`src/rtl/rv32_pkg.sv`:
```
// Shared RV32I definitions for the memory-access stage.
//   OP_LOAD / OP_STORE : major opcodes of loads and stores
//   F3_*               : funct3 width/sign encodings for loads and stores
//   ma_state_t         : memory-access FSM state
package rv32_pkg;

  localparam logic [6:0] OP_LOAD  = 7'b0000011;
  localparam logic [6:0] OP_STORE = 7'b0100011;

  localparam logic [2:0] F3_B  = 3'b000;
  localparam logic [2:0] F3_H  = 3'b001;
  localparam logic [2:0] F3_W  = 3'b010;
  localparam logic [2:0] F3_BU = 3'b100;
  localparam logic [2:0] F3_HU = 3'b101;

  typedef enum logic {
    IDLE = 1'b0,
    WAIT = 1'b1
  } ma_state_t;

endpackage

```
`src/rtl/lsu_fmt.sv`:
```
// Load/store formatter (purely combinational).
//   opcode_i, funct3_i : decoded fields of the instruction in MA
//   off_i              : byte offset of the effective address (addr[1:0])
//   rd2_i              : store source value
//   rdata_i            : word returned by data memory
//   is_load_o/is_store_o : instruction class
//   misalign_o         : half with odd address or word not on a 4-byte boundary
//   be_o               : byte enables (shared by loads and stores)
//   wdata_o            : lane-replicated store data, 0 for loads
//   load_data_o        : extracted and extended load result, 0 for non-loads
module lsu_fmt
  import rv32_pkg::*;
(
  input  logic [6:0]  opcode_i,
  input  logic [2:0]  funct3_i,
  input  logic [1:0]  off_i,
  input  logic [31:0] rd2_i,
  input  logic [31:0] rdata_i,
  output logic        is_load_o,
  output logic        is_store_o,
  output logic        misalign_o,
  output logic [3:0]  be_o,
  output logic [31:0] wdata_o,
  output logic [31:0] load_data_o
);

  logic [1:0]         size;
  logic [7:0]         byte_sel;
  logic [15:0]        half_sel;
  logic signed [7:0]  byte_s;
  logic signed [15:0] half_s;
  logic signed [31:0] byte_sext;
  logic signed [31:0] half_sext;

  assign is_load_o  = (opcode_i == OP_LOAD);
  assign is_store_o = (opcode_i == OP_STORE);
  assign size       = funct3_i[1:0];

  always_comb begin
    misalign_o = 1'b0;
    if (is_load_o || is_store_o) begin
      unique case (size)
        2'b00:   misalign_o = 1'b0;
        2'b01:   misalign_o = off_i[0];
        default: misalign_o = |off_i;
      endcase
    end
  end

  always_comb begin
    unique case (size)
      2'b00:   be_o = 4'b0001 << off_i;
      2'b01:   be_o = 4'b0011 << off_i;
      default: be_o = 4'b1111;
    endcase
  end

  always_comb begin
    wdata_o = '0;
    if (is_store_o) begin
      unique case (size)
        2'b00:   wdata_o = {4{rd2_i[7:0]}};
        2'b01:   wdata_o = {2{rd2_i[15:0]}};
        default: wdata_o = rd2_i;
      endcase
    end
  end

  // Halves only ever sit at offset 0 or 2 once alignment is enforced,
  // so off_i[1] alone picks the lane.
  assign byte_sel  = rdata_i[{off_i, 3'b000} +: 8];
  assign half_sel  = rdata_i[{off_i[1], 4'b0000} +: 16];
  assign byte_s    = byte_sel;
  assign half_s    = half_sel;
  assign byte_sext = byte_s;
  assign half_sext = half_s;

  always_comb begin
    load_data_o = '0;
    if (is_load_o) begin
      unique case (funct3_i)
        F3_B:    load_data_o = byte_sext;
        F3_BU:   load_data_o = {24'b0, byte_sel};
        F3_H:    load_data_o = half_sext;
        F3_HU:   load_data_o = {16'b0, half_sel};
        default: load_data_o = rdata_i;
      endcase
    end
  end

endmodule

```
`src/rtl/ma_stage.sv`:
```
// Memory-access stage of the 5-stage RV32I pipeline.
// Issues loads/stores to data memory over a req/ready handshake, formats
// load/store data via lsu_fmt, stalls upstream while an access is
// outstanding, aborts an access that waits too long, and registers the
// result into the MA/WB boundary.
//   clk, rst_n                          : clock, asynchronous active-low reset
//   PC_M, ALU_Result_M, RD2_M, Instr_M  : EX/MA pipeline inputs
//   dmem_req/we/addr/be/wdata           : data memory request
//   dmem_rdata, dmem_ready              : data memory response
//   stall_M                             : freeze upstream pipeline registers
//   misalign_M                          : current load/store is misaligned
//   PC_W, ALU_Result_W, Read_Data_W,
//   Instr_W, bus_err_W                  : registered MA/WB boundary
module ma_stage
  import rv32_pkg::*;
#(
  parameter int unsigned WAIT_LIMIT = 255,
  parameter int unsigned CNT_W      = 8
) (
  input  logic        clk,
  input  logic        rst_n,
  input  logic [31:0] PC_M,
  input  logic [31:0] ALU_Result_M,
  input  logic [31:0] RD2_M,
  input  logic [31:0] Instr_M,
  output logic        dmem_req,
  output logic        dmem_we,
  output logic [31:0] dmem_addr,
  output logic [3:0]  dmem_be,
  output logic [31:0] dmem_wdata,
  input  logic [31:0] dmem_rdata,
  input  logic        dmem_ready,
  output logic        stall_M,
  output logic        misalign_M,
  output logic [31:0] PC_W,
  output logic [31:0] ALU_Result_W,
  output logic [31:0] Read_Data_W,
  output logic [31:0] Instr_W,
  output logic        bus_err_W
);

  localparam logic [CNT_W-1:0] LIMIT   = CNT_W'(WAIT_LIMIT);
  localparam logic [CNT_W-1:0] CNT_MAX = {CNT_W{1'b1}};

  ma_state_t        state_q, state_d;
  logic [CNT_W-1:0] cnt_q, cnt_d;

  logic        is_load, is_store, misalign, mem_op, mem_go;
  logic [3:0]  be;
  logic [31:0] wdata, load_data;
  logic        req_c, stall_c, complete, abort, retire, timeout;

  logic [31:0] pc_w_d, alu_w_d, rd_w_d, instr_w_d;
  logic        berr_w_d;

  lsu_fmt u_fmt (
    .opcode_i    (Instr_M[6:0]),
    .funct3_i    (Instr_M[14:12]),
    .off_i       (ALU_Result_M[1:0]),
    .rd2_i       (RD2_M),
    .rdata_i     (dmem_rdata),
    .is_load_o   (is_load),
    .is_store_o  (is_store),
    .misalign_o  (misalign),
    .be_o        (be),
    .wdata_o     (wdata),
    .load_data_o (load_data)
  );

  assign mem_op = is_load | is_store;
  assign mem_go = mem_op & ~misalign;

  // The counter starts at 0 on entry to WAIT, so an access gets
  // WAIT_LIMIT+1 request cycles in total before it is abandoned.
  assign timeout = (state_q == WAIT) && (cnt_q >= LIMIT);

  // State register
  always_ff @(posedge clk or negedge rst_n) begin
    if (!rst_n) begin
      state_q <= IDLE;
      cnt_q   <= '0;
    end else begin
      state_q <= state_d;
      cnt_q   <= cnt_d;
    end
  end

  // Next-state logic
  always_comb begin
    state_d = state_q;
    cnt_d   = cnt_q;
    unique case (state_q)
      IDLE: begin
        if (mem_go && !dmem_ready) begin
          state_d = WAIT;
          cnt_d   = '0;
        end
      end
      WAIT: begin
        if (timeout || dmem_ready) begin
          state_d = IDLE;
          cnt_d   = '0;
        end else if (cnt_q != CNT_MAX) begin
          cnt_d = cnt_q + CNT_W'(1);
        end
      end
      default: state_d = IDLE;
    endcase
  end

  // Output logic. In the abort cycle the request is already withdrawn,
  // so a late dmem_ready there is not treated as a completion.
  always_comb begin
    req_c    = 1'b0;
    stall_c  = 1'b0;
    complete = 1'b0;
    abort    = 1'b0;
    unique case (state_q)
      IDLE: begin
        if (mem_go) begin
          req_c    = 1'b1;
          complete = dmem_ready;
          stall_c  = ~dmem_ready;
        end
      end
      WAIT: begin
        if (timeout) begin
          abort = 1'b1;
        end else begin
          req_c    = 1'b1;
          complete = dmem_ready;
          stall_c  = ~dmem_ready;
        end
      end
      default: ;
    endcase
  end

  // Upstream may still present a memory op while reset is held; keep the
  // bus and the pipeline quiet regardless.
  assign dmem_req   = req_c & rst_n;
  assign stall_M    = stall_c & rst_n;
  assign dmem_we    = is_store;
  assign dmem_addr  = {ALU_Result_M[31:2], 2'b00};
  assign dmem_be    = be;
  assign dmem_wdata = wdata;
  assign misalign_M = misalign;

  // Anything that neither retires nor aborts (stall, misaligned op) turns
  // into a bubble so WB never sees a duplicate.
  assign retire = complete | abort | ((state_q == IDLE) & ~mem_op);

  always_comb begin
    pc_w_d    = '0;
    alu_w_d   = '0;
    rd_w_d    = '0;
    instr_w_d = '0;
    berr_w_d  = abort;
    if (retire) begin
      pc_w_d    = PC_M;
      alu_w_d   = ALU_Result_M;
      instr_w_d = Instr_M;
      rd_w_d    = (complete && is_load) ? load_data : '0;
    end
  end

  // MA/WB boundary
  always_ff @(posedge clk or negedge rst_n) begin
    if (!rst_n) begin
      PC_W         <= '0;
      ALU_Result_W <= '0;
      Read_Data_W  <= '0;
      Instr_W      <= '0;
      bus_err_W    <= 1'b0;
    end else begin
      PC_W         <= pc_w_d;
      ALU_Result_W <= alu_w_d;
      Read_Data_W  <= rd_w_d;
      Instr_W      <= instr_w_d;
      bus_err_W    <= berr_w_d;
    end
  end

endmodule

```
`config.mk`:
```
export PLATFORM = sky130hd
export DESIGN_NAME = ma_stage
export DESIGN_NICKNAME = d
export VERILOG_FILES = /design/src/rtl/rv32_pkg.sv /design/src/rtl/lsu_fmt.sv /design/src/rtl/ma_stage.sv
export SDC_FILE = /design/constraint.sdc
export NUM_CORES = 1
export LEC_CHECK = 0
export ABC_AREA = 1
export ABC_CLOCK_PERIOD_IN_PS = 2700
export CORE_MARGIN = 10
export CORE_UTILIZATION = 39
export DETAILED_ROUTE_END_ITERATION = 6
export GPL_TIMING_DRIVEN = 0
export PLACE_DENSITY = 0.83
export SYNTH_ARGS = -nofsm -noshare
export SYNTH_HDL_FRONTEND = slang
export SYNTH_SLANG_ARGS = --single-unit
export TNS_END_PERCENT = 10
```
`constraint.sdc`:
```
create_clock -name clk -period 2.7 [get_ports clk]
set_clock_uncertainty 0.1 [all_clocks]
set_input_delay 0.81 -clock clk [delete_from_list [all_inputs] [get_ports clk]]
set_output_delay 0.81 -clock clk [all_outputs]
set_load 0.1 [all_outputs]
```
# Yosys cells after proc, flatten, opt, wreduce, memory -nomap -nowiden
# Index checks and enable logic that the tools add are counted.
dict set report op_classes {
  n_mux 30
  n_addsub 1
  n_lt_le_gt_ge 1
  n_eq_ne 9
  shift 4
  n_bitwise 11
  reduce_logical 10
}
# cell count
set op_table {}
lappend op_table {{two-way mux 32 bit} 7}
lappend op_table {{one-hot mux 32 bit (4 select lines)} 1}
lappend op_table {{one-hot mux 32 bit (2 select lines)} 1}
lappend op_table {{indexed part select 32 x 6 -> 16 bit} 1}
lappend op_table {{indexed part select 32 x 6 -> 8 bit} 1}
lappend op_table {{two-way mux 8 bit} 3}
lappend op_table {{one-hot mux 8 bit (2 select lines)} 1}
lappend op_table {{two-way mux 1 bit} 11}
lappend op_table {{one-hot mux 1 bit (2 select lines)} 5}
lappend op_table {{adder 8 x 1 -> 8 bit (second input constant)} 1}
lappend op_table {{>= comparator 8 bit (second input constant)} 1}
lappend op_table {{inequality test 8 bit (second input constant)} 1}
lappend op_table {{one-hot mux 4 bit (2 select lines)} 1}
lappend op_table {{equality test 7 x 2 -> 1 bit (second input constant)} 1}
lappend op_table {{equality test 7 x 6 -> 1 bit (second input constant)} 1}
lappend op_table {{equality test 3 bit (second input constant)} 2}
lappend op_table {{bitwise AND 1 bit} 4}
lappend op_table {{inverter 1 bit} 4}
lappend op_table {{left shift 1 x 2 -> 4 bit (first input constant)} 1}
lappend op_table {{left shift 2 x 2 -> 4 bit (first input constant)} 1}
lappend op_table {{equality test 3 x 1 -> 1 bit (second input constant)} 1}
lappend op_table {{logical AND 1 bit} 3}
lappend op_table {{logical NOT 3 bit} 1}
lappend op_table {{inequality test 3 x 1 -> 1 bit (second input constant)} 1}
lappend op_table {{other kinds (8)} 11}
dict set report totals {
  register_bits 138
  inputBits 163
  output_inout_bits 201
}

# Depth between registers and ports, before layout
dict set report depth {
  word_depth 10
  depth_mapped 10
  ltp_nobuf 8
}

# Modules after synthesis
# From an unflattened synthesis, not the netlist that was laid out.
dict set report hier_totals {
  cells_unflattened 843
  hier_area_um2 6612.6
}
# module cells_per_inst area_per_inst_um2 instances
set modules_own_cells {}
lappend modules_own_cells {ma_stage 511 5124.9 1}
lappend modules_own_cells {lsu_fmt 332 1487.7 1}

# Least setup slack after synthesis
# Ideal clock, no wire load.
dict set report synth_path {
  kind {input -> output}
  startpoint {input port Instr_M[4]}
  endpoint {output port dmem_wdata[16]}
  required_time_ns 1.790
  setup_slack_ns -2.014
  stages 6
  path_buffers 1
  arrival_ns 3.804
  cell_sequence {nor2_1 -> nand3_2 -> nor2_2 -> inv_1 -> buf_2 -> nor2_1}
}
dict set report synth_via {
  elab_chain_cells 2
}
# item line_no
set synth_lines {}
lappend synth_lines {{start: declaration} ma_stage.sv:25} ;# input logic [31:0] Instr_M,
lappend synth_lines {{equality test 7 x 6 -> 1 bit} lsu_fmt.sv:36} ;# assign is_store_o = (opcode_i == OP_STORE);
lappend synth_lines {{named net dmem_we} ma_stage.sv:27} ;# output logic dmem_we,
lappend synth_lines {{two-way mux 32 bit} lsu_fmt.sv:60} ;# if (is_store_o) begin
lappend synth_lines {{end: declaration} ma_stage.sv:30} ;# output logic [31:0] dmem_wdata,
# The timed path passes the listed nets, and every way through them passes these cells.

# Final worst setup path
dict set report layout_path {
  startpoint {input port Instr_M[0]}
  endpoint {output port dmem_wdata[23]}
}
dict set report layout_via {
  elab_chain_cells 2
}
# item line_no
set layout_lines {}
lappend layout_lines {{equality test 7 x 6 -> 1 bit} lsu_fmt.sv:36}
lappend layout_lines {{two-way mux 32 bit} lsu_fmt.sv:60}
# No other way between the ends.

==> results.ini <==
[run_status]
status=finished, violations left
violations=negative setup slack

[die]
io_pins=364
dieArea_mm2=0.0218
die_x_um=148
core_region_area_mm2=0.0159
rows=46
die_h_um=148
initial_core_util=0.400

[global_route]
grt_max_degree=78
grt_use_total=0.242
grt_pass1_vias=6651
antenna_found_initial=2
overflow=0
grt_first_pass_wirelength_mm=40.3

[finish]
drive_gt1_frac=0.266
fin_area_mm2=0.0117
final_net_count=1241
layout_common_cells=clkdlybuf4s50_1, nor2_1, dfrtp_1
final_common_cell=clkdlybuf4s50_1
synthToLayoutAreaGrowth_pct=82.9
final_core_util=0.731
nFillCells=1104

[worst_setup_path]
cpPeakStageDelay_ns=0.18
start_kind=primary input
crit_path_end_kind=output port
critPathMaxFanout=8
required_ns=1.79
setup.worst_path.class=in -> out
r2r-end=Read_Data_W[7]
critPathSlowestCell=nor2_4
reg2reg_from=cnt_q[0]
cp_cell_sequence=buf_2, nand2_2, inv_2, nand3_4, nor2_4, buf_12, inv_16, buf_16, nor2_4, buf_12
cp_top_family=buffers and inverters
crit_arrival_ns=2.02
ff2ff_path_depth=9
path_buf_inv=6
r2r_slack_ns=0.69

[logic_synthesis]
synthCells=690
ys_warn_count=0
yosysUniqueCellTypes=30
synth_area_per_cell_um2=9.23
yosysSeqAreaShare=0.542
ys_top_cells_by_area=dfrtp_1, nor2_1, inv_1
synth-edff-count=0
ys_async_sr_fraction=1.00
synth_top_area_frac=0.542
synthFlopType=dfrtp_1
synth_area_leader_cell=dfrtp_1
synth_seq_cells=138
synthesis.area_mm2=0.00637

[sta]
final_hold_viol_count=0
relSlewSlack=0.286
setup_viol=36
fmax_ghz=0.341
drv_slew=0
worstMarginPinSlew_ns=1.08
rsz0062_at_grt=yes
period_minus_slack_ns=2.93
setup_ws_ns=-0.233
finalCritPeriodShare=1.09

[place]
gp_congestion=0.875
placement.io_buffers=359
dp_hpwl_mm=20.8
dpl_worst_slack_ns=-1.75
placed_area_mm2=0.0106

[route]
via_count=6192
via_per_inst=4.73
drtIter0Drc=460
dr.pass1.iters=5
drcViolationCount=0
antenna_left=0
routed_wl_mm=27.6
wl_per_cell_um=21.1

[clocking]
cts_hold_buf=0
insertion_delay_ns=0.42
clock-sinks=138
clockBufferDepth=2
cts_buffers=17
clk_pin_slew_ns=0.06
cts.htree.levels=4
cts_tree=built
cts_root_buf=clkbuf_16

[power_and_ir_drop]
p_leak_nw=5.73
powerDensity_mw_per_mm2=538
ir_drop_v=0.000434

[worst_hold_path]
hold_path_class=in -> async

[flow_run]
max-cap-violations=0

## metal layers
| metal | share of wire | GRT usage | vias to the layer above |
|---|---|---|---|
| li1 | - | - | 2826 |
| met1 | 0.35 | 0.249 | 2961 |
| met2 | 0.53 | 0.442 | 351 |
| met3 | 0.087 | 0.0818 | 54 |
| met4 | 0.034 | 0.0942 | 0 |
| met5 | 0 | 0 | - |
## registers in the layout, summed over array words and instances, names as in the netlist
register / cells
Instr_W: 32
PC_W: 32
bus_err_W: 1
state_q: 1
cnt_q: 8
ALU_Result_W: 32
Read_Data_W: 32
## logic make-up (layout without fill, tap and decap cells)
kind of cell	count (synthesis)	in the layout	synth area share
flops	138	138	0.542
xor+xnor	4	4	0.00550
buf+inv	190	589	0.149
simple gates	284	284	0.234
other cells	1	4	0.000589
fa+ha+maj	1	1	0.00196
compound gates	72	72	0.0666
## timing repair
item	CTS	global route
endpoints found under the setup margin	199	39
cloned	2	1
pin swaps	13	11
setup buffers	4	2
gates resized for setup	612	21
## synthesized netlist by cell type, drive strengths merged (2+ instances only)
| cell | n |
|---|---|
| o211ai | 8 |
| nand3 | 15 |
| xor2 | 4 |
| inv | 133 |
| o22ai | 11 |
| dfrtp | 138 |
| buf | 49 |
| o21ai | 31 |
| o221ai | 8 |
| clkbuf | 8 |
| nand2 | 42 |
| nor3 | 2 |
| a21oi | 14 |
| nor2 | 223 |
## how the worst max path moves through the flow
stage                startpoint             end  cells after the start
CTS                  Instr_M[4]  dmem_wdata[17]                     10
detailed placement   Instr_M[4]  dmem_wdata[16]                      8
global placement          rst_n         stall_M                      4
global route         Instr_M[0]  dmem_wdata[23]                     10
finish               Instr_M[0]  dmem_wdata[23]                     10
floorplan           Instr_M[13]      dmem_be[3]                      4
## stage by stage
step	setup TNS [ns]	cells	total power [W]	hold WS [ns]
floorplan	-28.57	691	0.00335	0.368
global placement	-758.09	1266	0.00394	0.387
detailed placement	-95.27	1267	0.00397	0.408
CTS	-6.91	1305	0.00628	0.167
global route	-7.41	1307	0.00645	0.169
finish	-5.35	1308	0.00627	0.163
## report_power, final
part           switching (W)  total (W)  internal [W]
Combinational        0.00127    0.00175      0.000481
Clock               0.000931    0.00234       0.00141
Sequential         0.0000236    0.00217       0.00215
## final cells by class
cell class / count / area [µm²] / area share
Antenna cell: 2 / 5.00 / 0.000430
Buffer: 57 / 479 / 0.0411
Clock buffer: 19 / 453 / 0.0389
Clock inverter: 13 / 144 / 0.0123
Inverter: 133 / 531 / 0.0455
Multi-Input combinational cell: 363 / 2440 / 0.209
Sequential cell: 138 / 3450 / 0.296
Tap cell: 216 / 270 / 0.0232
Timing Repair Buffer: 367 / 3880 / 0.333
No activity file was read; power rests on OpenSTA's default activity.
